$ cat config.mk
export PLATFORM = sky130hd
export DESIGN_NAME = sar_search_ctrl
export DESIGN_NICKNAME = d
export VERILOG_FILES = /design/src/rtl/sar_search_ctrl.sv
export SDC_FILE = /design/constraint.sdc
export NUM_CORES = 1
export LEC_CHECK = 0
export CORE_AREA = 2 2 52 54
export CTS_BUF_LIST = sky130_fd_sc_hd__clkbuf_16
export CTS_CLUSTER_DIAMETER = 100
export CTS_CLUSTER_SIZE = 12
export DETAILED_ROUTE_END_ITERATION = 8
export DIE_AREA = 0 0 54 56
export HOLD_SLACK_MARGIN = 0.08
export PLACE_DENSITY = 0.61
export SKIP_LAST_GASP = 1
export SLEW_MARGIN = 0
export SYNTH_ARGS = -nofsm -noshare
export SYNTH_HDL_FRONTEND = slang
export SYNTH_SLANG_ARGS = --single-unit
$ cat constraint.sdc
create_clock -name clk -period 4.5 [get_ports clk]
set_clock_uncertainty 0.05 [all_clocks]
set_input_delay 0.9 -clock clk [delete_from_list [all_inputs] [get_ports clk]]
set_output_delay 0.9 -clock clk [all_outputs]
set_load 0.005 [all_outputs]
$ cat src/rtl/sar_search_ctrl.sv
// Successive-approximation search controller: drives trial values into a
// magnitude comparator and resolves the comparator's other operand bit by bit.
module sar_search_ctrl #(
  parameter int WIDTH         = 4,
  parameter int SETTLE_CYCLES = 0
) (
  input  logic             clk,
  input  logic             rst_n,
  input  logic             start,
  input  logic             gt,
  input  logic             eq,
  input  logic             lt,
  output logic [WIDTH-1:0] guess,
  output logic             busy,
  output logic             done,
  output logic [WIDTH-1:0] result,
  output logic             err
);

  localparam int IDX_W = (WIDTH > 1) ? $clog2(WIDTH) : 1;
  localparam int CNT_W = (SETTLE_CYCLES > 0) ? $clog2(SETTLE_CYCLES + 1) : 1;

  localparam logic [IDX_W-1:0] TOP_IDX   = IDX_W'(WIDTH - 1);
  localparam logic [CNT_W-1:0] SETTLE_LD = CNT_W'(SETTLE_CYCLES);
  localparam logic [WIDTH-1:0] ONE       = WIDTH'(1);

  typedef enum logic {
    IDLE,
    PROBE
  } state_t;

  state_t           state;
  logic [WIDTH-1:0] acc;
  logic [IDX_W-1:0] bit_idx;
  logic [CNT_W-1:0] settle_cnt;

  logic             one_hot;
  logic [WIDTH-1:0] kept_acc;
  logic [WIDTH-1:0] next_guess;

  // NOTE: every signal gets a default at the top of always_comb so no path
  // leaves it unassigned, which would otherwise infer a latch.
  always_comb begin
    one_hot    = 1'b0;
    kept_acc   = acc;
    next_guess = '0;
    one_hot    = $onehot({gt, eq, lt});
    if (lt) kept_acc = guess;
    next_guess = kept_acc | (ONE << (bit_idx - IDX_W'(1)));
  end

  // NOTE: sequential state uses non-blocking assignments only, so every
  // register sees the pre-edge value of every other register.
  always_ff @(posedge clk or negedge rst_n) begin
    if (!rst_n) begin
      state      <= IDLE;
      acc        <= '0;
      bit_idx    <= '0;
      settle_cnt <= '0;
      guess      <= '0;
      busy       <= 1'b0;
      done       <= 1'b0;
      result     <= '0;
      err        <= 1'b0;
    end else begin
      done <= 1'b0;
      case (state)
        IDLE: begin
          if (start) begin
            acc        <= '0;
            bit_idx    <= TOP_IDX;
            guess      <= ONE << TOP_IDX;
            settle_cnt <= SETTLE_LD;
            busy       <= 1'b1;
            err        <= 1'b0;
            state      <= PROBE;
          end
        end
        PROBE: begin
          // Comparator inputs only matter once the settle window has elapsed.
          if (settle_cnt != '0) begin
            settle_cnt <= settle_cnt - CNT_W'(1);
          end else if (!one_hot) begin
            err    <= 1'b1;
            result <= acc;
            busy   <= 1'b0;
            done   <= 1'b1;
            state  <= IDLE;
          end else if (eq) begin
            result <= guess;
            busy   <= 1'b0;
            done   <= 1'b1;
            state  <= IDLE;
          end else begin
            acc <= kept_acc;
            if (bit_idx != '0) begin
              bit_idx    <= bit_idx - IDX_W'(1);
              guess      <= next_guess;
              settle_cnt <= SETTLE_LD;
            end else begin
              result <= kept_acc;
              busy   <= 1'b0;
              done   <= 1'b1;
              state  <= IDLE;
            end
          end
        end
        default: state <= IDLE;
      endcase
    end
  end

endmodule

Yosys cells after proc, flatten, opt, wreduce, memory -nomap -nowiden
Cells that the tools add are included.
- register bits after elaboration: 19
- input bits: 6
- output and inout port bits: 11
- logic and storage cells: 76
- add/sub/neg operators: 4
- eq/ne operators: 9
- shifts and indexed selects: 1
- muxes and demuxes: 44
- bitwise operators: 3
- reductions and logical operators: 6
- operators with widths (operator ; count):
    two-way mux 4 bit ; 13
    two-way mux 1 bit ; 19
    one-hot mux 4 bit (2 select lines) ; 2
    two-way mux 2 bit ; 5
    AND reduction 3 bit ; 3
    != test 2 bit (second input constant) ; 4
    one-hot mux 1 bit (2 select lines) ; 4
    AND reduction 5 bit ; 1
    != test 2 x 1 -> 1 bit (second input constant) ; 2
    != test 4 bit (second input constant) ; 1
    bitwise OR 4 bit ; 1
    one-hot mux 2 bit (2 select lines) ; 1
    AND reduction 4 bit ; 1
    << shifter 1 x 2 -> 4 bit (first input constant) ; 1
    != test 3 bit (second input constant) ; 1
    adder 1 x 1 -> 2 bit ; 1
    adder 2 x 1 -> 2 bit ; 1
    == test 2 x 1 -> 1 bit (second input constant) ; 1
    inverter 1 bit ; 2
    nonzero test 2 bit ; 1
    subtractor 2 x 1 -> 2 bit (second input constant) ; 1
    subtractor 1 bit (second input constant) ; 1

Longest topological paths before layout
Gate-level depths: netlist of the first run.
- depth in word-level cells: 8
- depth in mapped cells: 6
- mapped depth without buffers: 5

Worst setup path before layout of the first run
Ideal clock, no wire load.
- kind: input to register
- start point: in gt
- end point: reg result[0]
- library setup time: 82 ps
- arrival time: 2334 ps
- required time: 4368 ps
- path slack: 2035 ps
- cell stages on the path: 5
- path buffers: 1
- path through: fa_1 > or4b_4 > and2_4 > buf_6 > a31oi_1
- word-level cells in the longest chain between the ends: 4
- elaborated cells on any way between the ends: 5
- those cells by class: add/sub (1); eq/ne (2); mux (1); reduce/logical (1)
- RTL lines (item ; line ; RTL):
    start: declaration ; 10 ; input logic gt,
    adder 2 x 1 -> 2 bit (implied by the code) (*) ; 47 ; one_hot = $onehot({gt, eq, lt});
    == test 2 x 1 -> 1 bit (*) ; 47 ;
    != test 3 bit (no source line) ; n/a ;
    AND reduction 3 bit (no source line) ; n/a ;
    end signal: assignment ; 90 ; result <= guess;
    end signal: assignment ; 101 ; result <= kept_acc;
    end: declaration ; 16 ; output logic [WIDTH-1:0] result,
Every way passes the cells marked *; elsewhere a longest branch is shown, timed or not.
A chain may end at the register's enable or synchronous reset.

Worst setup path after layout of the first run
- start point: in lt
- end point: reg guess[0]
- word-level cells in the longest chain between the ends: 7
- elaborated cells on any way between the ends: 12
- those cells by class: add/sub (2); eq/ne (2); mux (6); bitwise (1); reduce/logical (1)
- RTL lines (item ; line ; RTL):
    start: declaration ; 12 ; input logic lt,
    branches (longest 7 deep; another with adder 1 x 1 -> 2 bit) ; n/a ;
    end signal: assignment ; 72 ; guess <= ONE << TOP_IDX;
    end signal: assignment ; 98 ; guess <= next_guess;
    end: declaration ; 13 ; output logic [WIDTH-1:0] guess,
Several ways; the timed one is not identified. The select of a mux whose other input is x is not followed.

==> flow_summary.toml, run 1 <==
[status]
status = "completed"

[worst_setup_path]
worstPathRequired_ns = 4.58
cp_slowest_cell = "clkdlybuf4s50_1"
critical_path_class = "in -> reg"
crit_family = "buffers and inverters"
start_kind = "input pin"
critical_path.max_stage_delay_ns = 0.66
crit_buf_inv = 1
end_kind = "register"
critPathMaxFanout = 15
crit_chain = "clkdlybuf4s50_1 > fa_1 > and4bb_2 > nand2_1 > o41a_1"
arrival_ns = 3.14

[clock_tree]
hold_buffers = 0
cts_buffers = 3
cts_resized = 0
cts.sinks = 18
post-cts-setup-buffers = 0
clkSlewWorstSetupHoldPaths_ns = 0.05
cts_htree_levels = 1
cts-root-buf = "clkbuf_16"
cts_tree = "done"
clockBufferDepth = 2
clk_latency_ns = 0.25

[yosys]
ys_seq_elements = 18
post_synth.cell_area_avg_um2 = 10.1
synthArstFlopShare_pct = 100
synth_top_area_share_pct = 48.5
synth_cell_types = 27
yosysTopAreaCell = "dfrtp_1"
syn_area_um2 = 928
yosysSeqAreaShare_pct = 48.5
synth.area.top_cells = "dfrtp_1, ha_1, nand3_1"
yosysWarnings = 0
synth_cells = 92
synth-edff-count = 0
synth_fp_nets = 103
synth_flop_cell = "dfrtp_1"

[floorplan]
dieArea_mm2 = 0.00302
row_count = 18
ios = 17
die_x_um = 54
core_mm2 = 0.00243
die_h_um = 56
start_util_pct = 38.2

[sta]
min_period_ns = 3.06
maxSlewHeadroom_pct = 46.3
worst_pin_slew_ns = 0.803
timing.fmax_mhz = 327
rsz0062_at_grt = "false"
hold_viol = 0
fin_setup_tns_ns = 0
fin_crit_sh_pct = 68.0
setup_viol = 0
slew_viol_final = 0

[run]
maxCapViolations = 0

[routing]
drtIter0Drc = 8
drc = 0
detail-route-antenna-nets = 0
vias = 735
totalWireLength_um = 1920
wl_per_cell_um = 13.9
drt-vias-per-instance = 5.33
first_pass_iters = 4

[placement]
gp_congestion = 0.783
placedCellCount = 134
dpl.hpwl_um = 1470
port_buffers = 16

[global_routing]
antenna_found_initial = 0
grt_start_max_net_pins = 19
grt_pass1_wl_um = 3290
grt_pass1_vias = 734
grt_usage_pct = 15.0
grt_overflow = 0

[final_layout]
syn2layout_area_growth_pct = 27.1
antenna_cells = 0
fin_cells = 138
fin_nets = 120
layout-drive-gt1-share_pct = 6.48

[pwr]
p_per_area_mw_per_mm2 = 401
leakage_nw = 0.496
max-vdd-ir-drop_mv = 0.195

[min_path]
hp-class = "reg -> reg"
==> final cells by class <==
type / count / area, um^2
multi-input cells: 67 / 442
clock buffers: 3 / 75.1
clock inverters: 1 / 3.75
inverters: 3 / 11.3
well taps: 30 / 37.5
repair buffers: 16 / 160
fillers: 237 / 1250
flip-flops and latches: 18 / 450
==> layer usage <==
layer | part of all wire, % | routed length [um] | track usage [%] | up-vias
li1 | - | - | - | 362
met1 | 47 | 898 | 19.5 | 348
met2 | 46 | 882 | 23.2 | 20
met3 | 4.9 | 95 | 3.49 | 5
met4 | 2.4 | 46 | 6.43 | 0
met5 | 0 | 0 | 0 | -
==> where the power goes <==
part | switching (mW) | total [mW] | internal (mW)
clock network | 0.0635 | 0.182 | 0.118
registers | 0.0155 | 0.198 | 0.182
logic | 0.0390 | 0.0934 | 0.0544
total | 0.118 | 0.473 | 0.355
==> logic make-up after synthesis <==
| family | after synthesis | synth area share (%) |
|---|---|---|
| AOI/OAI and AO/OA | 24 | 16.8 |
| muxes | 2 | 2.16 |
| adders and majority gates | 5 | 7.55 |
| and+or+nand+nor | 36 | 21.0 |
| buffers and inverters | 7 | 3.91 |
| DFF | 18 | 48.5 |
==> state kept, by name, indices dropped and copies added, names as in the netlist <==
| name | count |
|---|---|
| state | 1 |
| acc | 4 |
| done | 1 |
| err | 1 |
| bit_idx | 2 |
| busy | 1 |
| result | 4 |
| guess | 4 |
==> cells in the mapped netlist (all sizes together), types with 3 or more instances <==
| library cell | number |
|---|---|
| nand2b | 5 |
| inv | 3 |
| ha | 4 |
| nand2 | 7 |
| a31oi | 5 |
| nor2 | 7 |
| a21oi | 5 |
| o21ai | 8 |
| dfrtp | 18 |
| buf | 3 |
| nand3 | 9 |
==> placed cells by master, fill, tap and decap left out <==
cell / count
and4bb_2: 1
nor2_1: 7
mux2i_1: 2
o21ai_0: 8
and2_1: 1
o41a_1: 2
clkdlybuf4s50_1: 16
nand2b_1: 5
and2b_1: 1
ha_1: 4
a311oi_1: 1
nand2_1: 7
nor3_1: 1
fa_1: 1
a32o_1: 2
o2bb2ai_1: 1
clkinv_1: 1
inv_1: 3
or2_2: 1
and2_4: 1
dfrtp_1: 18
a31oi_1: 5
a21oi_1: 5
clkbuf_16: 3
nand3_1: 9
nor2b_1: 1
or4b_4: 1
==> path summary, 6_finish.rpt <==
| kind | from | to | slack (ns) | depth (start not counted) |
|---|---|---|---|---|
| max | lt | guess[0] | 1.44 | 5 |
| min | busy | busy | 0.44 | 2 |
| max reg2reg | bit_idx[0] | result[3] | 2.76 | 5 |
| min reg2reg | busy | busy | 0.44 | 2 |
| max in group asynchronous | rst_n | acc[3] | 2.83 | 1 |
| min in group asynchronous | rst_n | result[1] | 1.07 | 1 |
==> worst min-delay path: stages, from the launching register on <==
cell and delay [ns]:
dfrtp_1 0.34, nor2_1 0.05, nor2_1 0.07
==> stage by stage <==
step	setup WS (ns)	hold WS, ns	area, um^2	util (%)	total power, mW
floorplan	2.03	0.426	928	-	0.245
global placement	1.26	0.431	1100	45.3	0.294
detailed placement	1.20	0.440	1100	45.3	0.295
CTS	1.45	0.451	1180	48.5	0.475
global route	1.33	0.497	1180	48.5	0.498
finish	1.44	0.443	1180	48.5	0.473
No activity file was read; power rests on OpenSTA's default activity.
==> run 2: changes to the inputs <==
==> constraint.sdc (replaced) <==
create_clock -name clk -period 3.1 [get_ports clk]
set_clock_uncertainty 0.05 [all_clocks]
set_input_delay 0.62 -clock clk [delete_from_list [all_inputs] [get_ports clk]]
set_output_delay 0.62 -clock clk [all_outputs]
set_load 0.005 [all_outputs]
==> flow_summary.toml, run 2 (synthesis gave the netlist of run 1 again) <==
[sta]
min_period_ns = 2.57
hold_viol = 0
slew_viol_final = 0
setup_viol = 0
maxSlewHeadroom_pct = 41.2
rsz0062_at_grt = "false"
worst_pin_slew_ns = 0.879
fin_crit_sh_pct = 82.8
timing.fmax_mhz = 390
fin_setup_tns_ns = 0

[pwr]
clkPwrFrac_pct = 38.3
p_per_area_mw_per_mm2 = 580
leakage_nw = 0.501
p_sw_mw = 0.173
max-vdd-ir-drop_mv = 0.337
seq_power_share_pct = 41.7
p_int_mw = 0.516
p_comb_share_pct = 20.0
swShare_pct = 25.1

[routing]
detail-route-antenna-nets = 0
drt-vias-per-instance = 5.22
wl_per_cell_um = 14.6
first_pass_iters = 4
vias = 725
drc = 0
totalWireLength_um = 2030
drtIter0Drc = 8

[worst_setup_path]
crit_chain = "clkdlybuf4s50_1 > fa_1 > and4bb_2 > nand2_1 > o41a_1"
arrival_ns = 2.65
r2r-end = "result[3]"
critical_path_class = "in -> reg"
worstPathRequired_ns = 3.18
crit_family = "simple AND/OR/NAND/NOR gates"
end_kind = "register"
r2r_cells = 5
worst-r2r-setup-slack_ns = 1.34
critical_path.max_stage_delay_ns = 0.59
cp_slowest_cell = "fa_1"
rr_startpoint = "bit_idx[0]"
crit_buf_inv = 1
start_kind = "input pin"
critPathMaxFanout = 12

[min_path]
hold_path.startpoint = "busy"
hp-class = "reg -> reg"
whs_path_depth = 2
hold_end = "busy"

[clock_tree]
cts_htree_levels = 1
cts-root-buf = "clkbuf_16"
clk_latency_ns = 0.25
post-cts-setup-buffers = 0
cts_resized = 0
cts.sinks = 18
hold_buffers = 0
clkSlewWorstSetupHoldPaths_ns = 0.05
cts_buffers = 3
clockBufferDepth = 2
cts_tree = "done"

[floorplan]
dieArea_mm2 = 0.00302
die_x_um = 54
die_h_um = 56
start_util_pct = 38.2
core_mm2 = 0.00243
row_count = 18
ios = 17

[final_layout]
final_cell_mix = "dfrtp_1, clkdlybuf4s50_1, nand3_1"
final_common_cell = "dfrtp_1"
fillerInstances = 244
layout-drive-gt1-share_pct = 7.34
fin_nets = 121
syn2layout_area_growth_pct = 27.9
final_util_pct = 48.8
antenna_cells = 0
reg_top3 = "acc: 4 flops, guess: 4 flops, result: 4 flops"

[status]
status = "completed"

[global_routing]
grt_start_max_net_pins = 19
antenna_found_initial = 0
grt_overflow = 0
grt_pass1_wl_um = 3280
grt_usage_pct = 15.2
grt_pass1_vias = 728

[placement]
dpl.hpwl_um = 1510
port_buffers = 16
gp_congestion = 0.738

[run]
maxCapViolations = 0
-- run 2: cell count changes in the layout (fill, tap and decap cells not counted) --
| cell | change |
|---|---|
| buf_4 | +1 |
-- run 2: worst min-delay path, delay by kind of cell, from the launching register on --
| family | cells | cell delay (ns) |
|---|---|---|
| DFF | 1 | 0.34 |
| and+or+nand+nor | 2 | 0.12 |
-- run 2: per-stage QoR --
step           instances  hold slack [ns]  power, mW  setup WS [ns]  area, um^2
2_1_floorplan         92            0.274      0.356          0.915         928
3_3_place_gp         135            0.432      0.427          0.343        1110
3_5_place_dp         135            0.442      0.431          0.282        1110
4_1_cts              139            0.454      0.695          0.539        1190
5_1_grt              139            0.462      0.730          0.417        1190
6_report             139            0.449      0.689          0.534        1190
-- run 2: area by class of cell --
class                           count  area (um^2)  share of cell area, %
Clock buffer                        3         75.1                   6.32
Clock inverter                      1         3.75                  0.316
Inverter                            3         11.3                  0.948
Multi-Input combinational cell     67          442                   37.2
Sequential cell                    18          450                   37.9
Tap cell                           30         37.5                   3.16
Timing Repair Buffer               17          168                   14.1
-- run 2: routing by layer --
layer,GRT usage (%),up-vias,routed length (um)
met3,3.49,6,97
met4,7.50,0,42
li1,-,365,-
met5,0,-,0
met1,19.6,338,960
met2,23.2,16,929
-- run 2: worst max-delay path by stage --
stage | startpoint | endpoint | slack [ns] | cells after the start
floorplan | gt | result[0] | 0.91 | 5
global placement | eq | guess[1] | 0.34 | 5
detailed placement | eq | guess[0] | 0.28 | 5
CTS | eq | guess[0] | 0.54 | 5
global route | eq | guess[1] | 0.42 | 5
finish | eq | guess[0] | 0.53 | 5
-- run 2: power by group through the flow --
stage               registers (mW)  clock network, mW  logic, mW
finish                       0.288              0.264      0.138
global route                 0.292              0.282      0.156
CTS                          0.288              0.268      0.140
detailed placement           0.292                  0      0.139
global placement             0.291                  0      0.136
floorplan                    0.288                  0     0.0681
